[src/rtl/ext_intf_pkg.sv]
// Shared phase codes, FSM states and CNTR-beat layout for the
// external transaction interface sender.
package ext_intf_pkg;

   typedef enum logic [2:0] {
      ST_IDLE,
      ST_CNTR,
      ST_ADDR0,
      ST_ADDR1,
      ST_WDAT0,
      ST_WDAT1,
      ST_RWAIT,
      ST_DONE
   } state_t;

   localparam logic [2:0] PH_CNTR  = 3'd0;
   localparam logic [2:0] PH_ADDR0 = 3'd1;
   localparam logic [2:0] PH_ADDR1 = 3'd2;
   localparam logic [2:0] PH_WDAT0 = 3'd3;
   localparam logic [2:0] PH_WDAT1 = 3'd4;

   localparam int CNTR_WT    = 4;
   localparam int CNTR_BE_HI = 3;
   localparam int CNTR_BE_LO = 0;

   function automatic logic [15:0] cntr_word(input logic       wt,
                                             input logic [3:0] be);
      logic [15:0] w;
      w                         = '0;
      w[CNTR_WT]                = wt;
      w[CNTR_BE_HI:CNTR_BE_LO]  = be;
      return w;
   endfunction

endpackage

[src/rtl/ext_intf_sender_if.sv]
// Local master port plus external TRANS/RESP channels.
// master = sender view, slave = master-wrapper / receiver view.
interface ext_intf_sender_if;

   logic        MCx_REQ;
   logic        MCx_WT;
   logic [3:0]  MCx_BE;
   logic [31:0] MCx_ADDR;
   logic [31:0] MCx_WDT;
   logic        MCx_nWAIT;
   logic        MCx_FAULT;
   logic        MCx_TimeOut;
   logic [31:0] MCx_RDT;

   logic        Ext_TRANS_VALID;
   logic [2:0]  Ext_TRANS_PHASE;
   logic [15:0] Ext_TRANS_DATA;
   logic        Ext_TRANS_ACK;

   logic        Ext_RESP_VALID;
   logic        Ext_RESP_RESP;
   logic [7:0]  Ext_RESP_DATA;
   logic        Ext_RESP_ACK;

   modport master (
      input  MCx_REQ, MCx_WT, MCx_BE, MCx_ADDR, MCx_WDT,
      output MCx_nWAIT, MCx_FAULT, MCx_TimeOut, MCx_RDT,
      output Ext_TRANS_VALID, Ext_TRANS_PHASE, Ext_TRANS_DATA,
      input  Ext_TRANS_ACK,
      input  Ext_RESP_VALID, Ext_RESP_RESP, Ext_RESP_DATA,
      output Ext_RESP_ACK
   );

   modport slave (
      output MCx_REQ, MCx_WT, MCx_BE, MCx_ADDR, MCx_WDT,
      input  MCx_nWAIT, MCx_FAULT, MCx_TimeOut, MCx_RDT,
      input  Ext_TRANS_VALID, Ext_TRANS_PHASE, Ext_TRANS_DATA,
      output Ext_TRANS_ACK,
      output Ext_RESP_VALID, Ext_RESP_RESP, Ext_RESP_DATA,
      input  Ext_RESP_ACK
   );

endinterface

[src/rtl/ext_intf_rdat_asm.sv]
// Read-response assembler: byte counter, RDT placement, fault OR, RESP_ACK.
// EXT_INTF_SENDER_TIMEOUT_EN adds the late-byte discard counter.
module ext_intf_rdat_asm (
   input  logic        CLK,
   input  logic        nRST,
   input  logic        clr,
   input  logic        en,
`ifdef EXT_INTF_SENDER_TIMEOUT_EN
   input  logic        abort,
   output logic        busy,
`endif
   input  logic        resp_valid,
   input  logic        resp_resp,
   input  logic [7:0]  resp_data,
   output logic        resp_ack,
   output logic        pop,
   output logic        last,
   output logic [31:0] rdt,
   output logic        fault
);

   logic [1:0] k;
   logic       drain;

`ifdef EXT_INTF_SENDER_TIMEOUT_EN
   logic [2:0] disc;

   assign drain = |disc;
   assign busy  = drain;

   // Bytes still owed by an abandoned read are swallowed before any new read
   always_ff @(posedge CLK or negedge nRST) begin
      if (!nRST) begin
         disc <= '0;
      end else if (abort) begin
         disc <= 3'd4 - {1'b0, k};
      end else if (drain && resp_valid) begin
         disc <= disc - 3'd1;
      end
   end
`else
   assign drain = 1'b0;
`endif

   assign pop      = en & ~drain & resp_valid;
   assign resp_ack = resp_valid & (en | drain);
   assign last     = pop & (k == 2'd3);

   always_ff @(posedge CLK or negedge nRST) begin
      if (!nRST) begin
         k     <= '0;
         rdt   <= '0;
         fault <= 1'b0;
      end else if (clr) begin
         k     <= '0;
         rdt   <= '0;
         fault <= 1'b0;
      end else if (pop) begin
         rdt[{k, 3'b000} +: 8] <= resp_data;
         fault                 <= fault | resp_resp;
         k                     <= k + 2'd1;
      end
   end

endmodule

[src/rtl/ext_intf_sender.sv]
// Master-side sender: serialises one bus request into phase-tagged beats
// and collects read bytes. Optional timeout: EXT_INTF_SENDER_TIMEOUT_EN.
module ext_intf_sender
   import ext_intf_pkg::*;
#(
   parameter int unsigned TIMEOUT_CYCLES = 256,
   parameter int unsigned TO_CNT_W       = 9
) (
   input logic              CLK,
   input logic              nRST,
   ext_intf_sender_if.master ext
);

   if ((64'd1 << TO_CNT_W) <= 64'(TIMEOUT_CYCLES)) begin : g_cfg_err
      $error("TO_CNT_W too narrow for TIMEOUT_CYCLES");
   end

   state_t      state;
   logic        wt;
   logic [31:0] addr;
   logic [31:0] wdt;
   logic        nwait;
   logic        valid;
   logic [2:0]  phase;
   logic [15:0] data;

   logic        start;
   logic        in_rwait;
   logic        pop;
   logic        last;
   logic [31:0] rdt;
   logic        fault;
   logic        to_hit;
   logic        to_flag;

   assign start    = (state == ST_IDLE) & ext.MCx_REQ;
   assign in_rwait = (state == ST_RWAIT);

`ifdef EXT_INTF_SENDER_TIMEOUT_EN
   logic                busy;
   logic [TO_CNT_W-1:0] to_cnt;

   assign to_hit = in_rwait & ~pop & ~busy &
                   (to_cnt == TO_CNT_W'(TIMEOUT_CYCLES - 1));

   // Counts silent RWAIT cycles; any popped byte restarts the window
   always_ff @(posedge CLK or negedge nRST) begin
      if (!nRST) begin
         to_cnt <= '0;
      end else if (!in_rwait || pop || busy) begin
         to_cnt <= '0;
      end else begin
         to_cnt <= to_cnt + 1'b1;
      end
   end

   always_ff @(posedge CLK or negedge nRST) begin
      if (!nRST) begin
         to_flag <= 1'b0;
      end else if (start) begin
         to_flag <= 1'b0;
      end else if (to_hit) begin
         to_flag <= 1'b1;
      end
   end
`else
   assign to_hit  = 1'b0;
   assign to_flag = 1'b0;
`endif

   ext_intf_rdat_asm u_asm (
      .CLK        (CLK),
      .nRST       (nRST),
      .clr        (start),
      .en         (in_rwait),
`ifdef EXT_INTF_SENDER_TIMEOUT_EN
      .abort      (to_hit),
      .busy       (busy),
`endif
      .resp_valid (ext.Ext_RESP_VALID),
      .resp_resp  (ext.Ext_RESP_RESP),
      .resp_data  (ext.Ext_RESP_DATA),
      .resp_ack   (ext.Ext_RESP_ACK),
      .pop        (pop),
      .last       (last),
      .rdt        (rdt),
      .fault      (fault)
   );

   always_ff @(posedge CLK or negedge nRST) begin
      if (!nRST) begin
         state <= ST_IDLE;
         wt    <= 1'b0;
         addr  <= '0;
         wdt   <= '0;
         nwait <= 1'b0;
         valid <= 1'b0;
         phase <= '0;
         data  <= '0;
      end else begin
         unique case (state)
            ST_IDLE: begin
               if (ext.MCx_REQ) begin
                  wt    <= ext.MCx_WT;
                  addr  <= ext.MCx_ADDR;
                  wdt   <= ext.MCx_WDT;
                  valid <= 1'b1;
                  phase <= PH_CNTR;
                  data  <= cntr_word(ext.MCx_WT, ext.MCx_BE);
                  state <= ST_CNTR;
               end
            end
            ST_CNTR: begin
               if (ext.Ext_TRANS_ACK) begin
                  phase <= PH_ADDR0;
                  data  <= addr[15:0];
                  state <= ST_ADDR0;
               end
            end
            ST_ADDR0: begin
               if (ext.Ext_TRANS_ACK) begin
                  phase <= PH_ADDR1;
                  data  <= addr[31:16];
                  state <= ST_ADDR1;
               end
            end
            ST_ADDR1: begin
               if (ext.Ext_TRANS_ACK) begin
                  if (wt) begin
                     phase <= PH_WDAT0;
                     data  <= wdt[15:0];
                     state <= ST_WDAT0;
                  end else begin
                     valid <= 1'b0;
                     phase <= '0;
                     data  <= '0;
                     state <= ST_RWAIT;
                  end
               end
            end
            ST_WDAT0: begin
               if (ext.Ext_TRANS_ACK) begin
                  phase <= PH_WDAT1;
                  data  <= wdt[31:16];
                  state <= ST_WDAT1;
               end
            end
            ST_WDAT1: begin
               if (ext.Ext_TRANS_ACK) begin
                  valid <= 1'b0;
                  phase <= '0;
                  data  <= '0;
                  nwait <= 1'b1;
                  state <= ST_DONE;
               end
            end
            ST_RWAIT: begin
               if (last || to_hit) begin
                  nwait <= 1'b1;
                  state <= ST_DONE;
               end
            end
            ST_DONE: begin
               nwait <= 1'b0;
               state <= ST_IDLE;
            end
            default: state <= ST_IDLE;
         endcase
      end
   end

   assign ext.MCx_nWAIT       = nwait;
   assign ext.MCx_FAULT       = nwait & (to_flag | (~wt & fault));
   assign ext.MCx_TimeOut     = nwait & to_flag;
   assign ext.MCx_RDT         = rdt;
   assign ext.Ext_TRANS_VALID = valid;
   assign ext.Ext_TRANS_PHASE = phase;
   assign ext.Ext_TRANS_DATA  = data;

endmodule

[src/flat_wrapper.sv]
// flat-port wrapper written by rule: the top's interface ports become plain ports
module ext_intf_sender_flat import ext_intf_pkg::*;
#(
   parameter int unsigned TIMEOUT_CYCLES = 256,
   parameter int unsigned TO_CNT_W       = 9
)
  (CLK, nRST, ext_MCx_REQ, ext_MCx_WT, ext_MCx_BE, ext_MCx_ADDR, ext_MCx_WDT, ext_MCx_nWAIT, ext_MCx_FAULT, ext_MCx_TimeOut, ext_MCx_RDT, ext_Ext_TRANS_VALID, ext_Ext_TRANS_PHASE, ext_Ext_TRANS_DATA, ext_Ext_TRANS_ACK, ext_Ext_RESP_VALID, ext_Ext_RESP_RESP, ext_Ext_RESP_DATA, ext_Ext_RESP_ACK);
  ext_intf_sender_if ext_i ();
  input logic CLK;
  input logic nRST;
  input wire logic [$bits(ext_i.MCx_REQ)-1:0] ext_MCx_REQ;
  input wire logic [$bits(ext_i.MCx_WT)-1:0] ext_MCx_WT;
  input wire logic [$bits(ext_i.MCx_BE)-1:0] ext_MCx_BE;
  input wire logic [$bits(ext_i.MCx_ADDR)-1:0] ext_MCx_ADDR;
  input wire logic [$bits(ext_i.MCx_WDT)-1:0] ext_MCx_WDT;
  output wire logic [$bits(ext_i.MCx_nWAIT)-1:0] ext_MCx_nWAIT;
  output wire logic [$bits(ext_i.MCx_FAULT)-1:0] ext_MCx_FAULT;
  output wire logic [$bits(ext_i.MCx_TimeOut)-1:0] ext_MCx_TimeOut;
  output wire logic [$bits(ext_i.MCx_RDT)-1:0] ext_MCx_RDT;
  output wire logic [$bits(ext_i.Ext_TRANS_VALID)-1:0] ext_Ext_TRANS_VALID;
  output wire logic [$bits(ext_i.Ext_TRANS_PHASE)-1:0] ext_Ext_TRANS_PHASE;
  output wire logic [$bits(ext_i.Ext_TRANS_DATA)-1:0] ext_Ext_TRANS_DATA;
  input wire logic [$bits(ext_i.Ext_TRANS_ACK)-1:0] ext_Ext_TRANS_ACK;
  input wire logic [$bits(ext_i.Ext_RESP_VALID)-1:0] ext_Ext_RESP_VALID;
  input wire logic [$bits(ext_i.Ext_RESP_RESP)-1:0] ext_Ext_RESP_RESP;
  input wire logic [$bits(ext_i.Ext_RESP_DATA)-1:0] ext_Ext_RESP_DATA;
  output wire logic [$bits(ext_i.Ext_RESP_ACK)-1:0] ext_Ext_RESP_ACK;
  assign ext_i.MCx_REQ = ext_MCx_REQ;
  assign ext_i.MCx_WT = ext_MCx_WT;
  assign ext_i.MCx_BE = ext_MCx_BE;
  assign ext_i.MCx_ADDR = ext_MCx_ADDR;
  assign ext_i.MCx_WDT = ext_MCx_WDT;
  assign ext_MCx_nWAIT = ext_i.MCx_nWAIT;
  assign ext_MCx_FAULT = ext_i.MCx_FAULT;
  assign ext_MCx_TimeOut = ext_i.MCx_TimeOut;
  assign ext_MCx_RDT = ext_i.MCx_RDT;
  assign ext_Ext_TRANS_VALID = ext_i.Ext_TRANS_VALID;
  assign ext_Ext_TRANS_PHASE = ext_i.Ext_TRANS_PHASE;
  assign ext_Ext_TRANS_DATA = ext_i.Ext_TRANS_DATA;
  assign ext_i.Ext_TRANS_ACK = ext_Ext_TRANS_ACK;
  assign ext_i.Ext_RESP_VALID = ext_Ext_RESP_VALID;
  assign ext_i.Ext_RESP_RESP = ext_Ext_RESP_RESP;
  assign ext_i.Ext_RESP_DATA = ext_Ext_RESP_DATA;
  assign ext_Ext_RESP_ACK = ext_i.Ext_RESP_ACK;
  ext_intf_sender #(.TIMEOUT_CYCLES(TIMEOUT_CYCLES), .TO_CNT_W(TO_CNT_W)) u_core (.CLK(CLK), .nRST(nRST), .ext(ext_i));
endmodule
[config.mk]
export PLATFORM = sky130hd
export DESIGN_NAME = ext_intf_sender_flat
export DESIGN_NICKNAME = d
export VERILOG_FILES = /design/src/rtl/ext_intf_pkg.sv /design/src/rtl/ext_intf_sender_if.sv /design/src/rtl/ext_intf_rdat_asm.sv /design/src/rtl/ext_intf_sender.sv /design/src/flat_wrapper.sv
export SDC_FILE = /design/constraint.sdc
export NUM_CORES = 1
export LEC_CHECK = 0
export ABC_AREA = 0
export BUFFER_PORTS_ARGS = -buffer_cell sky130_fd_sc_hd__buf_2
export CAP_MARGIN = 30
export CORE_UTILIZATION = 36
export DETAILED_ROUTE_END_ITERATION = 7
export GPL_TIMING_DRIVEN = 1
export HOLD_SLACK_MARGIN = 0.03
export SYNTH_ARGS = -nofsm -noshare
export SYNTH_HDL_FRONTEND = slang
export SYNTH_SLANG_ARGS = --single-unit
[constraint.sdc]
create_clock -name CLK -period 3.8 [get_ports CLK]
set_input_delay 0.38 -clock CLK [delete_from_list [all_inputs] [get_ports CLK]]
set_output_delay 0.38 -clock CLK [all_outputs]
set_load 0.02 [all_outputs]
== Word-level counts from Yosys, hierarchy flattened ==
Cells that the tools add are included.
Cells by class
  $add $sub $neg: 2
  equality and inequality tests: 16
  shift operators: 2
  multiplexer cells: 39
  bitwise gates (word level): 7
  reductions and logical operators: 10
Operator list (number)
  16-bit 2-to-1 mux: 7
  16-bit one-hot mux with 6 select lines: 1
  32-bit 2-to-1 mux: 2
  3-bit 2-to-1 mux: 12
  32-bit bitwise mux: 1
  8-bit by 7-bit variable shift with 32-bit output, first input constant: 1
  8-bit by 7-bit variable part select with 32-bit output: 1
  3-bit one-hot mux with 8 select lines: 1
  3-bit one-hot mux with 6 select lines: 1
  2-bit != test, second input constant: 8
  7-bit AND reduction: 2
  3-bit equality test, second input constant: 4
  1-bit 2-to-1 mux: 8
  2-bit 2-to-1 mux: 4
  5-bit negation with 7-bit output: 1
  3-bit by 2-bit equality test with 1-bit output, second input constant: 2
  1-bit one-hot mux with 3 select lines: 2
  3-bit nonzero test: 2
  6-bit nonzero test: 1
  1-bit bitwise AND: 5
  5-bit AND reduction: 1
  3-bit by 1-bit equality test with 1-bit output, second input constant: 1
  3-bit logical NOT: 1
  3-bit AND reduction: 1
  6 further kinds: 6
Storage, ports and cells
  flip-flop bits (word level): 124
  input port bits: 83
  output and inout port bits: 56
  logic and storage cells: 87

== Logic depth before layout (Yosys ltp) ==
Gate-level depths: netlist of run 1.
  word-level depth: 5
  depth in mapped cells: 7
  mapped depth without buffers: 6

== Hierarchy ==
Synthesis of run 1 repeated with hierarchy kept, for this count alone.
Unflattened totals
  cells, all modules: 451
  area, all modules: 5527.8 µm²
By module, submodules not included
  ext_intf_sender: instances 1, cells an instance 319, area each 4021.4 µm², seq. area each 2227.1 µm²
  ext_intf_rdat_asm: instances 1, cells an instance 132, area each 1506.4 µm², seq. area each 875.8 µm²

== Least setup slack after synthesis of run 1 ==
No wires, ideal clock.
  kind: register -> register
  from: reg u_core.u_asm.k[0]
  to: reg u_core.u_asm.rdt[24]
  library setup time: 66 ps
  data arrival time: 1794 ps
  required time: 3734 ps
  setup slack: 1940 ps
  cell stages (with the launch flop): 6
  buffers on the path: 0
  period minus slack after synthesis: 1860 ps
  path through: dfrtp_1 -> inv_1 -> ha_1 -> nand2b_1 -> nor4b_2 -> a22o_1
On the way
  word-level cells in the longest chain between the ends: 5
Ends and longest elaborated chain
  from (decl): line ext_intf_rdat_asm.sv:22  | logic [1:0] k;
  from (signal assigned): line ext_intf_rdat_asm.sv:61  | k <= k + 2'd1;
  5-bit negation with 7-bit output (*): line ext_intf_rdat_asm.sv:59  | rdt[{k, 3'b000} +: 8] <= resp_data;
  8-bit by 7-bit variable part select with 32-bit output or 8-bit by 7-bit variable shift with 32-bit output (tied branches): line ext_intf_rdat_asm.sv:59
  32-bit bitwise mux (*): line ext_intf_rdat_asm.sv:59
  32-bit 2-to-1 mux (*): line ext_intf_rdat_asm.sv:58  | end else if (pop) begin
  32-bit 2-to-1 mux (*): line ext_intf_rdat_asm.sv:54  | end else if (clr) begin
  to (signal, indexed assignment): line ext_intf_rdat_asm.sv:59
  to (decl): line ext_intf_rdat_asm.sv:18  | output logic [31:0] rdt,
Mark *: on every way between the ends. The rest lies on a longest branch, timed or not. The select of a mux whose other input is x is not followed.
A chain may end at the register's enable or synchronous reset.

== Worst setup path in the final report of run 1 ==
  from: reg u_core.state[0]
  to: reg u_core.data[9], in the netlist u_core.ext.Ext_TRANS_DATA[9]
On the way
  word-level cells in the longest chain between the ends: 3
Ends and longest elaborated chain
  from (decl): line ext_intf_sender.sv:18  | state_t state;
  from (signal assigned): line ext_intf_sender.sv:92  | state <= ST_IDLE;
  from (signal assigned): line ext_intf_sender.sv:110  | state <= ST_CNTR;
  from (signal assigned): line ext_intf_sender.sv:117  | state <= ST_ADDR0;
  3-bit by 1-bit equality test with 1-bit output (tied with other cells): line ext_intf_sender.sv:101  | unique case (state)
  6-bit nonzero test (no line) or 2-bit != test (tied branches)
  7-bit AND reduction (no line)
  to (signal assigned): line ext_intf_sender.sv:109  | data <= cntr_word(ext.MCx_WT, ext.MCx_BE);
  to (signal assigned): line ext_intf_sender.sv:116  | data <= addr[15:0];
  to (signal assigned): line ext_intf_sender.sv:123  | data <= addr[31:16];
  to (decl): line ext_intf_sender.sv:25  | logic [15:0] data;
Several ways; a longest one is shown, not always the timed one.

==> results of run 1 <==
-- through the flow --
| step | hold slack (ns) | util, % |
|---|---|---|
| detailed placement | 0.464 | 43.1 |
| CTS | 0.107 | 47.4 |
| global placement | 0.458 | 42.9 |
| floorplan | 0.0844 | - |
| global route | 0.129 | 47.4 |
| finish | 0.0595 | 47.4 |
-- flip-flops by register name, indices dropped and copies added, names as in the netlist --
| register | flops |
|---|---|
| u_core.addr | 32 |
| u_core.ext.Ext_TRANS_DATA | 16 |
| u_core.ext.Ext_TRANS_PHASE | 3 |
| u_core.ext.Ext_TRANS_VALID | 1 |
| u_core.ext.MCx_nWAIT | 1 |
| u_core.state | 3 |
| u_core.u_asm.fault | 1 |
| u_core.u_asm.k | 2 |
| u_core.u_asm.rdt | 32 |
| u_core.wdt | 32 |
| u_core.wt | 1 |
-- synthesized netlist by cell type (all sizes together) (2+ instances only) --
cell    instances
nand2         224
nor2b          11
buf            14
ha              6
o21ai          13
nand3          13
mux2i           2
nor3b           3
and2            2
clkbuf         25
nor2           17
a21oi          22
nand4           5
a31o            8
nand2b          4
o22ai          11
a31oi           3
a221oi         10
a22o           24
a22oi          26
inv             6
dfrtp         124
-- worst max-delay path, cell delays in order (launching register included) --
cell      delay, ns
dfrtp_1        0.68
clkinv_1       0.86
a22oi_1        0.50
o22ai_1        0.12
a22o_1         0.21
-- metal layers --
layer / vias to the layer above / wire [um] / GRT usage [%]
li1: 2256 / - / -
met1: 2291 / 6740 / 26.4
met2: 158 / 6990 / 31.9
met3: 4 / 1010 / 5.56
met4: 0 / 79 / 6.10
met5: - / 0 / 0
-- power groups by stage --
stage / clock network (mW) / logic, mW / registers [mW]
after floorplan: 0 / 1.22 / 2.17
after global placement: 0 / 1.77 / 2.12
after detailed placement: 0 / 1.83 / 2.14
after CTS: 1.75 / 1.85 / 2.12
after global routing: 1.82 / 2.06 / 2.19
final: 1.72 / 1.83 / 2.13
-- final cells by class --
| cell class | count | area share (%) |
|---|---|---|
| timing repair buffer | 144 | 11.1 |
| sequential | 124 | 44.5 |
| clock inverter | 14 | 2.76 |
| clock buffer | 18 | 6.30 |
| multi-input combinational | 418 | 31.6 |
| inverter | 7 | 0.377 |
| tap | 184 | 3.30 |
-- cells by family (layout without fill, tap and decap cells) --
family,Yosys count,count (layout),synth area share [%]
AOI/OAI and AO/OA,122,122,16.2
xor gates and xnor gates,1,1,0.159
adders and majority gates,6,6,1.36
buffers and inverters,46,183,3.66
DFF,124,124,56.4
muxes,2,2,0.364
other,1,1,0.0681
and+or+nand+nor,286,286,21.8
-- how the worst min path moves through the flow --
stage	from	endpoint	slack, ns	cells past startpoint
after global placement	u_core.wdt[29]$_DFFE_PN0N_	u_core.wdt[29]$_DFFE_PN0N_	0.46	2
after detailed placement	u_core.wdt[16]$_DFFE_PN0N_	u_core.wdt[16]$_DFFE_PN0N_	0.46	2
after floorplan	nRST	u_core.addr[0]$_DFFE_PN0N_	0.08	0
final	nRST	u_core.wdt[25]$_DFFE_PN0N_	0.06	2
after CTS	nRST	u_core.wdt[25]$_DFFE_PN0N_	0.11	2
after global routing	nRST	u_core.wdt[25]$_DFFE_PN0N_	0.13	2
==> results by group, run 1 <==
Floorplan
  • Die height: 126 um
  • Die Width: 126 um
  • Initial core utilization: 37.4%
  • FP Rows: 44
  • Core area: 14700 um2
  • DIE AREA: 15800 um2
  • IO Count: 139

Timing
  • Max Freq: 399 MHz
  • Worst setup margin: 1.29 ns
  • Final hold vios: 0
  • Min Tclk post-route: 2.51 ns
  • Max-slew violations: 0
  • Fin Setup TNS: 0 ns
  • Crit share post-route: 66.0%
  • Clock Skew: 0.0138 ns
  • Worst Tran Pin Value: 0.914 ns
  • RSZ-0062 raised after global routing: false
  • Final setup violation count: 0
  • Rel. slew slack: 38.9%

Final layout
  • Antenna diodes: 0
  • Fin area: 6970 um2
  • NumNets Final: 801
  • Multi-input logic area: 2200 um2
  • Non-filler instance count after layout: 909
  • Most common cell after layout, fill and taps aside: nand2_1
  • Share of cells above drive strength 1: 26.5%
  • Layout area overhead: 26.6%
  • Filler Cells Inserted: 1410
  • Commonest cells after routing, fill and taps aside: nand2_1 (224), buf_2 (136), dfrtp_1 (124), a22oi_1 (26), a22o_1 (24)
  • Storage element area: 3100 um2

Power
  • Tot Pwr: 5.68 mW
  • Clk pwr share: 30.4%
  • Reg power frac: 37.5%
  • Internal power: 3.57 mW
  • Logic pwr share: 32.2%
  • Sw frac: 37.1%
  • Psw: 2.11 mW
  • Leak: 3.62 nW
  • VDD IR max: 0.000362 V
  • Power per standard cell area: 815 nW/um2

Clock network
  • Hold buffers post-CTS: 0
  • CTS clk-pin slew, worst paths: 0.06 ns
  • Post-CTS setup buffer count: 0
  • CTS buffer count: 17
  • Max Buffers Root-to-Sink: 2
  • Clock tree from TritonCTS: yes
  • CTS root buf: clkbuf_16
  • PostCTS Resize Cnt: 0
  • H-Tree Depth: 4
  • Clock sink total: 124
  • Clock Latency Late Sink: 0.41 ns

Global route
  • Largest net degree at the start of global routing: 125
  • Vias in the first global route: 4900
  • Overflow left after global routing: 0
  • Initial antenna violation count: 0
  • All-layer global routing usage: 20.0%
  • First-pass GRT wire length: 24600 um

Drt
  • First-pass iteration count of the detailed router: 8
  • Post-route ant nets: 0
  • Routed wire length: 14800 um
  • Mean number of vias per cell: 5.18
  • Number of remaining DRC errors: 10
  • Vias: 4709
  • Drt wl/cell: 16.3 um
  • DRT iter0 DRCs: 326

Synth
  • Mapped Avg Cell Area: 9.36 um2
  • Synth Instances: 588
  • Post-synth top area share: 56.4%
  • Post-synth top area cell: dfrtp_1
  • Count of flip-flops with a built-in enable after synthesis: 0
  • Mapped Area: 5500 um2
  • Synth Register Bits: 124
  • Seq/Total Area, Yosys: 56.4%
  • Post-Syn Nets: 677
  • Async set or reset register ratio after synthesis: 100%
  • YS warnings: 0
  • Post-synth top flop: dfrtp_1
  • Synth top area cells: dfrtp_1 (56%), nand2_1 (15%), a22o_1 (3.8%), a22oi_1 (3.5%), a21oi_1 (1.9%)
  • Netlist cell types: 42

Setup path
  • R2R depth: 4
  • CP required: 4.10 ns
  • R2R setup slack: 1.29 ns
  • CP Capture Point: u_core.ext.Ext_TRANS_DATA[9]$_DFFE_PN0P_
  • Critical path class: reg -> reg
  • R2R Path Start: u_core.state[0]$_DFFE_PN0P_
  • CP Launch Type: flip-flop
  • CP arrival: 2.80 ns
  • Worst Setup SP: u_core.state[0]$_DFFE_PN0P_
  • FF-to-FF End: u_core.ext.Ext_TRANS_DATA[9]$_DFFE_PN0P_
  • Crit end category: flip-flop
  • CP max FO: 26

Placed design
  • PortBufs: 137
  • HPWL reported at the end of detailed placement: 10200 um
  • Setup Slack @ Placement: 1.33 ns
  • GPL Wtd Cong: 0.807
  • Placed Area: 6340 um2
  • Dpl cells: 877

Run status
  • Failing checks: design-rule violations
  • Outcome: finished with violations

Hold path
  • Type of the most critical hold path: in -> async

Run
  • Max cap viols: 0
Power figures use the tool's default switching activity.
==> run 2, diff against run 1 <==
==> constraint.sdc (replaced) <==
create_clock -name CLK -period 2.05 [get_ports CLK]
set_input_delay 0.205 -clock CLK [delete_from_list [all_inputs] [get_ports CLK]]
set_output_delay 0.205 -clock CLK [all_outputs]
set_load 0.02 [all_outputs]
==> results by group, run 2 (synthesis gave the netlist of run 1 again) <==
Run status
  • Outcome: finished with violations (unchanged)
  • Failing checks: design-rule violations (unchanged)

Final layout
  • Commonest cells after routing, fill and taps aside: nand2_1 (224), buf_2 (136), dfrtp_1 (124), dlygate4sd3_1 (67), buf_4 (27) (was nand2_1 (224), buf_2 (136), dfrtp_1 (124), a22oi_1 (26), a22o_1 (24))
  • Biggest regs: u_core.addr x32, u_core.u_asm.rdt x32, u_core.wdt x32 (unchanged)
  • Filler Cells Inserted: 1320 (was 1410)
  • Share of cells above drive strength 1: 26.4% (was 26.5%)
  • Non-filler instance count after layout: 998 (was 909)
  • Layout area overhead: 41.9% (was 26.6%)
  • Antenna diodes: 0 (unchanged)
  • NumNets Final: 890 (was 801)
  • Most common cell after layout, fill and taps aside: nand2_1 (unchanged)

Timing
  • Crit share post-route: 94.6%
  • Min Tclk post-route: 1.94 ns
  • Final setup violation count: 0 (unchanged)
  • Fin Setup TNS: 0 ns (unchanged)
  • Final hold vios: 0 (unchanged)
  • Rel. slew slack: 38.9% (about the same)
  • Worst Tran Pin Value: 0.917 ns (was 0.914 ns)
  • Max-slew violations: 0 (unchanged)
  • RSZ-0062 raised after global routing: false (unchanged)
  • Max Freq: 516 MHz
  • Clock Skew: 0.00531 ns (was 0.0138 ns)

Global route
  • All-layer global routing usage: 21.4% (was 20.0%)
  • Overflow left after global routing: 0 (unchanged)
  • Initial antenna violation count: 0 (unchanged)
  • First-pass GRT wire length: 26300 um (was 24600 um)
  • Largest net degree at the start of global routing: 80 (was 125)
  • Vias in the first global route: 5233 (was 4900)

Drt
  • Routed wire length: 16000 um (was 14800 um)
  • DRT iter0 DRCs: 341 (was 326)
  • Number of remaining DRC errors: 10 (unchanged)
  • First-pass iteration count of the detailed router: 6 (was 8)
  • Mean number of vias per cell: 5.10 (was 5.18)
  • Vias: 5085 (was 4709)
  • Drt wl/cell: 16.0 um (was 16.3 um)
  • Post-route ant nets: 0 (unchanged)

Placed design
  • PortBufs: 137 (unchanged)
  • Dpl cells: 897 (was 877)
  • HPWL reported at the end of detailed placement: 10800 um (was 10200 um)
  • GPL Wtd Cong: 0.846 (was 0.807)

Setup path
  • CP Launch Type: flip-flop (unchanged)
  • CP max FO: 9 (was 26)
  • CP arrival: 1.73 ns (was 2.80 ns)
  • R2R setup slack: 0.18 ns (was 1.29 ns)
  • CP Cell Sequence: buf_4 -> and4b_2 -> buf_4 -> buf_2 (was clkinv_1 -> a22oi_1 -> o22ai_1 -> a22o_1)
  • Worst Setup SP: u_core.state[0]$_DFFE_PN0P_ (unchanged)
  • CP max stage cell: dfrtp_1 (was clkinv_1)
  • R2R depth: 4 (unchanged)
  • CP Capture Point: ext_Ext_RESP_ACK (was u_core.ext.Ext_TRANS_DATA[9]$_DFFE_PN0P_)
  • Crit end category: primary output (was flip-flop)
  • Critical Path Most Common Cell: buf_4
  • FF-to-FF End: u_core.u_asm.rdt[17]$_DFFE_PN0P_ (was u_core.ext.Ext_TRANS_DATA[9]$_DFFE_PN0P_)
  • Slowest stage delay, CP: 0.46 ns (was 0.86 ns)
  • Critical path class: reg -> out (was reg -> reg)
  • CP required: 1.85 ns (was 4.10 ns)
  • R2R Path Start: u_core.state[0]$_DFFE_PN0P_ (unchanged)

Power
  • Power per standard cell area: 1390 nW/um2 (was 815 nW/um2)
  • VDD IR max: 0.000797 V (was 0.000362 V)
  • Leak: 4.01 nW (was 3.62 nW)

Clock network
  • CTS root buf: clkbuf_16 (unchanged)
  • CTS buffer count: 17 (unchanged)
  • Clock Latency Late Sink: 0.42 ns (was 0.41 ns)
  • H-Tree Depth: 4 (unchanged)
  • Clock sink total: 124 (unchanged)
  • Max Buffers Root-to-Sink: 2 (unchanged)
  • Clock tree from TritonCTS: yes (unchanged)
  • CTS clk-pin slew, worst paths: 0.05 ns (was 0.06 ns)

Floorplan
  • Die height: 126 um (unchanged)
  • FP Rows: 44 (unchanged)
  • Core area: 14700 um2 (unchanged)
  • Initial core utilization: 37.4% (unchanged)
  • Die Width: 126 um (unchanged)
  • DIE AREA: 15800 um2 (unchanged)
  • IO Count: 139 (unchanged)

Run
  • Max cap viols: 0 (unchanged)

Hold path
  • Type of the most critical hold path: in -> reg (was in -> async)
run 2: final cells by class:
cell class / instances / area (um2) / area share, %
sequential: 124 / 3100 / 39.7
multi-input combinational: 418 / 2210 / 28.2
timing repair buffer: 233 / 1610 / 20.7
clock buffer: 20 / 457 / 5.85
tap: 184 / 230 / 2.95
clock inverter: 12 / 169 / 2.16
inverter: 7 / 30.0 / 0.385
run 2: worst max-delay path, delay by kind of cell (launching register included):
family | cells | cell delay (ns)
buf+inv | 3 | 0.52
flops | 1 | 0.46
simple gates | 1 | 0.34
run 2: worst min-delay path by stage:
stage	cells after the start	to	startpoint
final	3	u_core.u_asm.rdt[16]$_DFFE_PN0P_	ext_Ext_RESP_DATA[0]
after global routing	2	u_core.u_asm.rdt[25]$_DFFE_PN0P_	ext_Ext_RESP_DATA[1]
after CTS	3	u_core.u_asm.rdt[16]$_DFFE_PN0P_	ext_Ext_RESP_DATA[0]
after detailed placement	1	u_core.addr[8]$_DFFE_PN0N_	nRST
after global placement	1	u_core.addr[8]$_DFFE_PN0N_	nRST
after floorplan	0	u_core.addr[0]$_DFFE_PN0N_	nRST
run 2: where the power goes:
group	total (mW)	internal, mW	switching, mW
Clock	3.18	2.09	1.09
Combinational	3.80	1.51	2.29
Sequential	3.87	3.31	0.560
run 2: per-layer routing:
metal  vias to the layer above  track usage (%)  wire, um
met1                      2452             27.2      7020
li1                       2434                -         -
met4                         0             7.46       233
met5                         -                0         0
met2                       180             35.3      7700
met3                        19             5.73      1030
run 2: timing repair:
action                     in CTS  in global routing
setup endpoints to repair       0                  2
hold endpoints to repair       99                  0
hold buffers                   67                  0
gates resized for setup         0                  2
buffers inserted                0                  2
run 2: per-stage QoR:
stage | utilization, % | hold slack [ns] | setup slack (ns) | cell area, um2 | total power [mW]
after floorplan | - | -0.0906 | 0.190 | 5500 | 6.28
after global placement | 44.2 | 0.221 | 0.213 | 6490 | 7.48
after detailed placement | 44.2 | 0.216 | 0.159 | 6490 | 7.58
after CTS | 53.0 | 0.0626 | 0.00128 | 7790 | 10.9
after global routing | 53.1 | 0.0798 | 0.0271 | 7810 | 11.6
final | 53.1 | 0.0763 | 0.111 | 7810 | 10.8
==> run 3, diff against run 2 <==
--- a/config.mk
+++ b/config.mk
@@ -8,10 +8,12 @@
 export ABC_AREA = 0
 export BUFFER_PORTS_ARGS = -buffer_cell sky130_fd_sc_hd__buf_2
 export CAP_MARGIN = 30
+export CORE_MARGIN = 5
 export CORE_UTILIZATION = 36
 export DETAILED_ROUTE_END_ITERATION = 7
 export GPL_TIMING_DRIVEN = 1
 export HOLD_SLACK_MARGIN = 0.03
+export REMOVE_ABC_BUFFERS = 1
 export SYNTH_ARGS = -nofsm -noshare
 export SYNTH_HDL_FRONTEND = slang
 export SYNTH_SLANG_ARGS = --single-unit
==> results by group, run 3 (synthesis gave the netlist of run 1 again) <==
Timing
  • Max Freq: 515 MHz (was 516 MHz)
  • Crit share post-route: 94.7% (was 94.6%)
  • Rel. slew slack: 32.6% (was 38.9%)
  • Clock Skew: 0.00530 ns (was 0.00531 ns)
  • RSZ-0062 raised after global routing: false (unchanged)
  • Worst Tran Pin Value: 1.01 ns (was 0.917 ns)
  • Final hold vios: 0 (unchanged)
  • Final setup violation count: 0 (unchanged)
  • Max-slew violations: 0 (unchanged)
  • Min Tclk post-route: 1.94 ns (about the same)

Power
  • Internal power: 7.07 mW (was 6.91 mW)
  • Clk pwr share: 30.3% (was 29.3%)
  • VDD IR max: 0.000843 V (was 0.000797 V)
  • Reg power frac: 34.8% (was 35.7%)
  • Tot Pwr: 11.0 mW (was 10.8 mW)
  • Leak: 4.02 nW (was 4.01 nW)
  • Sw frac: 36.0% (was 36.3%)
  • Power per standard cell area: 1410 nW/um2 (was 1390 nW/um2)
  • Psw: 3.98 mW (was 3.94 mW)
  • Logic pwr share: 35.0% (about the same)

Final layout
  • Layout area overhead: 42.4% (was 41.9%)
  • Most common cell after layout, fill and taps aside: nand2_1 (unchanged)
  • NumNets Final: 885 (was 890)
  • Fin area: 7840 um2 (was 7810 um2)
  • Share of cells above drive strength 1: 26.0% (was 26.4%)
  • Commonest cells after routing, fill and taps aside: nand2_1 (224), buf_2 (136), dfrtp_1 (124), dlygate4sd3_1 (67), a22oi_1 (26) (was nand2_1 (224), buf_2 (136), dfrtp_1 (124), dlygate4sd3_1 (67), buf_4 (27))
  • Biggest regs: u_core.addr x32, u_core.u_asm.rdt x32, u_core.wdt x32 (unchanged)
  • Non-filler instance count after layout: 998 (unchanged)

Setup path
  • CP max FO: 11 (was 9)
  • CP arrival: 2.20 ns (was 1.73 ns)
  • CP Capture Point: u_core.ext.Ext_TRANS_DATA[3]$_DFFE_PN0P_ (was ext_Ext_RESP_ACK)
  • CP required: 2.31 ns (was 1.85 ns)
  • CP Launch Type: flip-flop (unchanged)
  • FF-to-FF End: u_core.ext.Ext_TRANS_DATA[3]$_DFFE_PN0P_ (was u_core.u_asm.rdt[17]$_DFFE_PN0P_)
  • Crit end category: flip-flop (was primary output)
  • Worst Setup SP: u_core.state[1]$_DFFE_PN0P_ (was u_core.state[0]$_DFFE_PN0P_)
  • R2R Path Start: u_core.state[1]$_DFFE_PN0P_ (was u_core.state[0]$_DFFE_PN0P_)
  • Critical path class: reg -> reg (was reg -> out)
  • R2R depth: 4 (unchanged)
  • R2R setup slack: 0.11 ns (was 0.18 ns)

Placed design
  • HPWL reported at the end of detailed placement: 10900 um (was 10800 um)
  • PortBufs: 137 (unchanged)
  • Dpl cells: 898 (was 897)
  • Placed Area: 6500 um2 (was 6490 um2)
  • GPL Wtd Cong: 0.781 (was 0.846)

Clock network
  • Max Buffers Root-to-Sink: 2 (unchanged)
  • CTS root buf: clkbuf_16 (unchanged)
  • Clock sink total: 124 (unchanged)
  • Clock Latency Late Sink: 0.41 ns (was 0.42 ns)
  • CTS clk-pin slew, worst paths: 0.06 ns (was 0.05 ns)
  • CTS buffer count: 17 (unchanged)
  • H-Tree Depth: 4 (unchanged)
  • Clock tree from TritonCTS: yes (unchanged)

Drt
  • Post-route ant nets: 0 (unchanged)
  • Mean number of vias per cell: 5.06 (was 5.10)
  • Drt wl/cell: 16.1 um (was 16.0 um)
  • First-pass iteration count of the detailed router: 5 (was 6)
  • Vias: 5045 (was 5085)
  • Number of remaining DRC errors: 0 (was 10)
  • Routed wire length: 16100 um (was 16000 um)
  • DRT iter0 DRCs: 329 (was 341)

Hold path
  • Type of the most critical hold path: in -> reg (unchanged)

Global route
  • First-pass GRT wire length: 25700 um (was 26300 um)
  • Initial antenna violation count: 2 (was 0)
  • Overflow left after global routing: 0 (unchanged)
  • All-layer global routing usage: 17.9% (was 21.4%)
  • Largest net degree at the start of global routing: 49 (was 80)
  • Vias in the first global route: 5048 (was 5233)

Floorplan
  • Die Width: 134 um (was 126 um)
  • Initial core utilization: 36.5% (was 37.4%)
  • FP Rows: 45 (was 44)
  • DIE AREA: 17900 um2 (was 15800 um2)
  • IO Count: 139 (unchanged)
  • Die height: 134 um (was 126 um)
  • Core area: 15100 um2 (was 14700 um2)

Run
  • Max cap viols: 0 (unchanged)

Run status
  • Outcome: completed (was finished with violations)
## run 3: cell count changes in the layout (fill, tap and decap cells not counted), sizes merged
cell and change:
clkinv -1, inv +3, buf -5, bufinv +1, diode +1, clkinvlp -2
clkbuf -1
## run 3: cell type report
cell class	count	area (um2)
Inverter	7	26.3
Fill cell	1352	7250
Timing Repair Buffer	228	1600
Clock inverter	13	211
Clock buffer	19	453
Multi-Input combinational cell	418	2210
Sequential cell	124	3100
Tap cell	188	235
Antenna cell	1	2.50
## run 3: how the worst min path moves through the flow
stage / endpoint / slack, ns / depth (start not counted) / startpoint
floorplan: u_core.addr[0]$_DFFE_PN0N_ / -0.09 / 0 / nRST
global placement: u_core.u_asm.rdt[26]$_DFFE_PN0P_ / 0.25 / 1 / nRST
detailed placement: u_core.u_asm.rdt[25]$_DFFE_PN0P_ / 0.25 / 1 / nRST
CTS: u_core.u_asm.rdt[20]$_DFFE_PN0P_ / 0.06 / 3 / ext_Ext_RESP_DATA[4]
global route: u_core.u_asm.rdt[12]$_DFFE_PN0P_ / 0.08 / 2 / ext_Ext_RESP_DATA[4]
finish: u_core.u_asm.rdt[16]$_DFFE_PN0P_ / 0.08 / 3 / ext_Ext_RESP_DATA[0]
## run 3: stage by stage
stage / util (%) / hold slack, ns / TNS [ns] / setup WS, ns
3_3_place_gp: 43.1 / 0.245 / 0 / 0.198
3_5_place_dp: 43.1 / 0.247 / 0 / 0.128
4_1_cts: 51.9 / 0.0623 / 0 / 0.0997
6_report: 51.9 / 0.0786 / 0 / 0.109
5_1_grt: 51.9 / 0.0792 / 0 / 0.00646
2_1_floorplan: - / -0.0906 / -90.50 / -1.26
## run 3: what timing repair did
action,4_1_cts,5_1_grt
endpoints found under the setup margin,1,0
buffers inserted,0,0
resized for setup,1,0
endpoints found under the hold margin,108,0
hold buffers,67,0
## run 3: worst max-delay path, stage by stage (launching register included)
cell	delay [ns]
dfrtp_1	0.41
or4b_2	0.77
buf_4	0.22
o21ai_0	0.23
a221oi_1	0.16
## run 3: power groups by stage
stage / clock (mW) / combinational [mW] / sequential, mW
2_1_floorplan: 0 / 1.99 / 4.12
3_3_place_gp: 0 / 3.68 / 3.84
3_5_place_dp: 0 / 3.77 / 3.87
4_1_cts: 3.40 / 3.89 / 3.84
5_1_grt: 3.52 / 4.29 / 3.93
6_report: 3.34 / 3.86 / 3.84
## run 3: metal layers
layer / up-vias / global-route usage, % / part of all wire [%]
li1: 2426 / - / -
met1: 2468 / 23.3 / 44
met2: 131 / 29.6 / 50
met3: 18 / 3.89 / 4.3
met4: 2 / 6.57 / 1.3
met5: - / 0 / 0.069
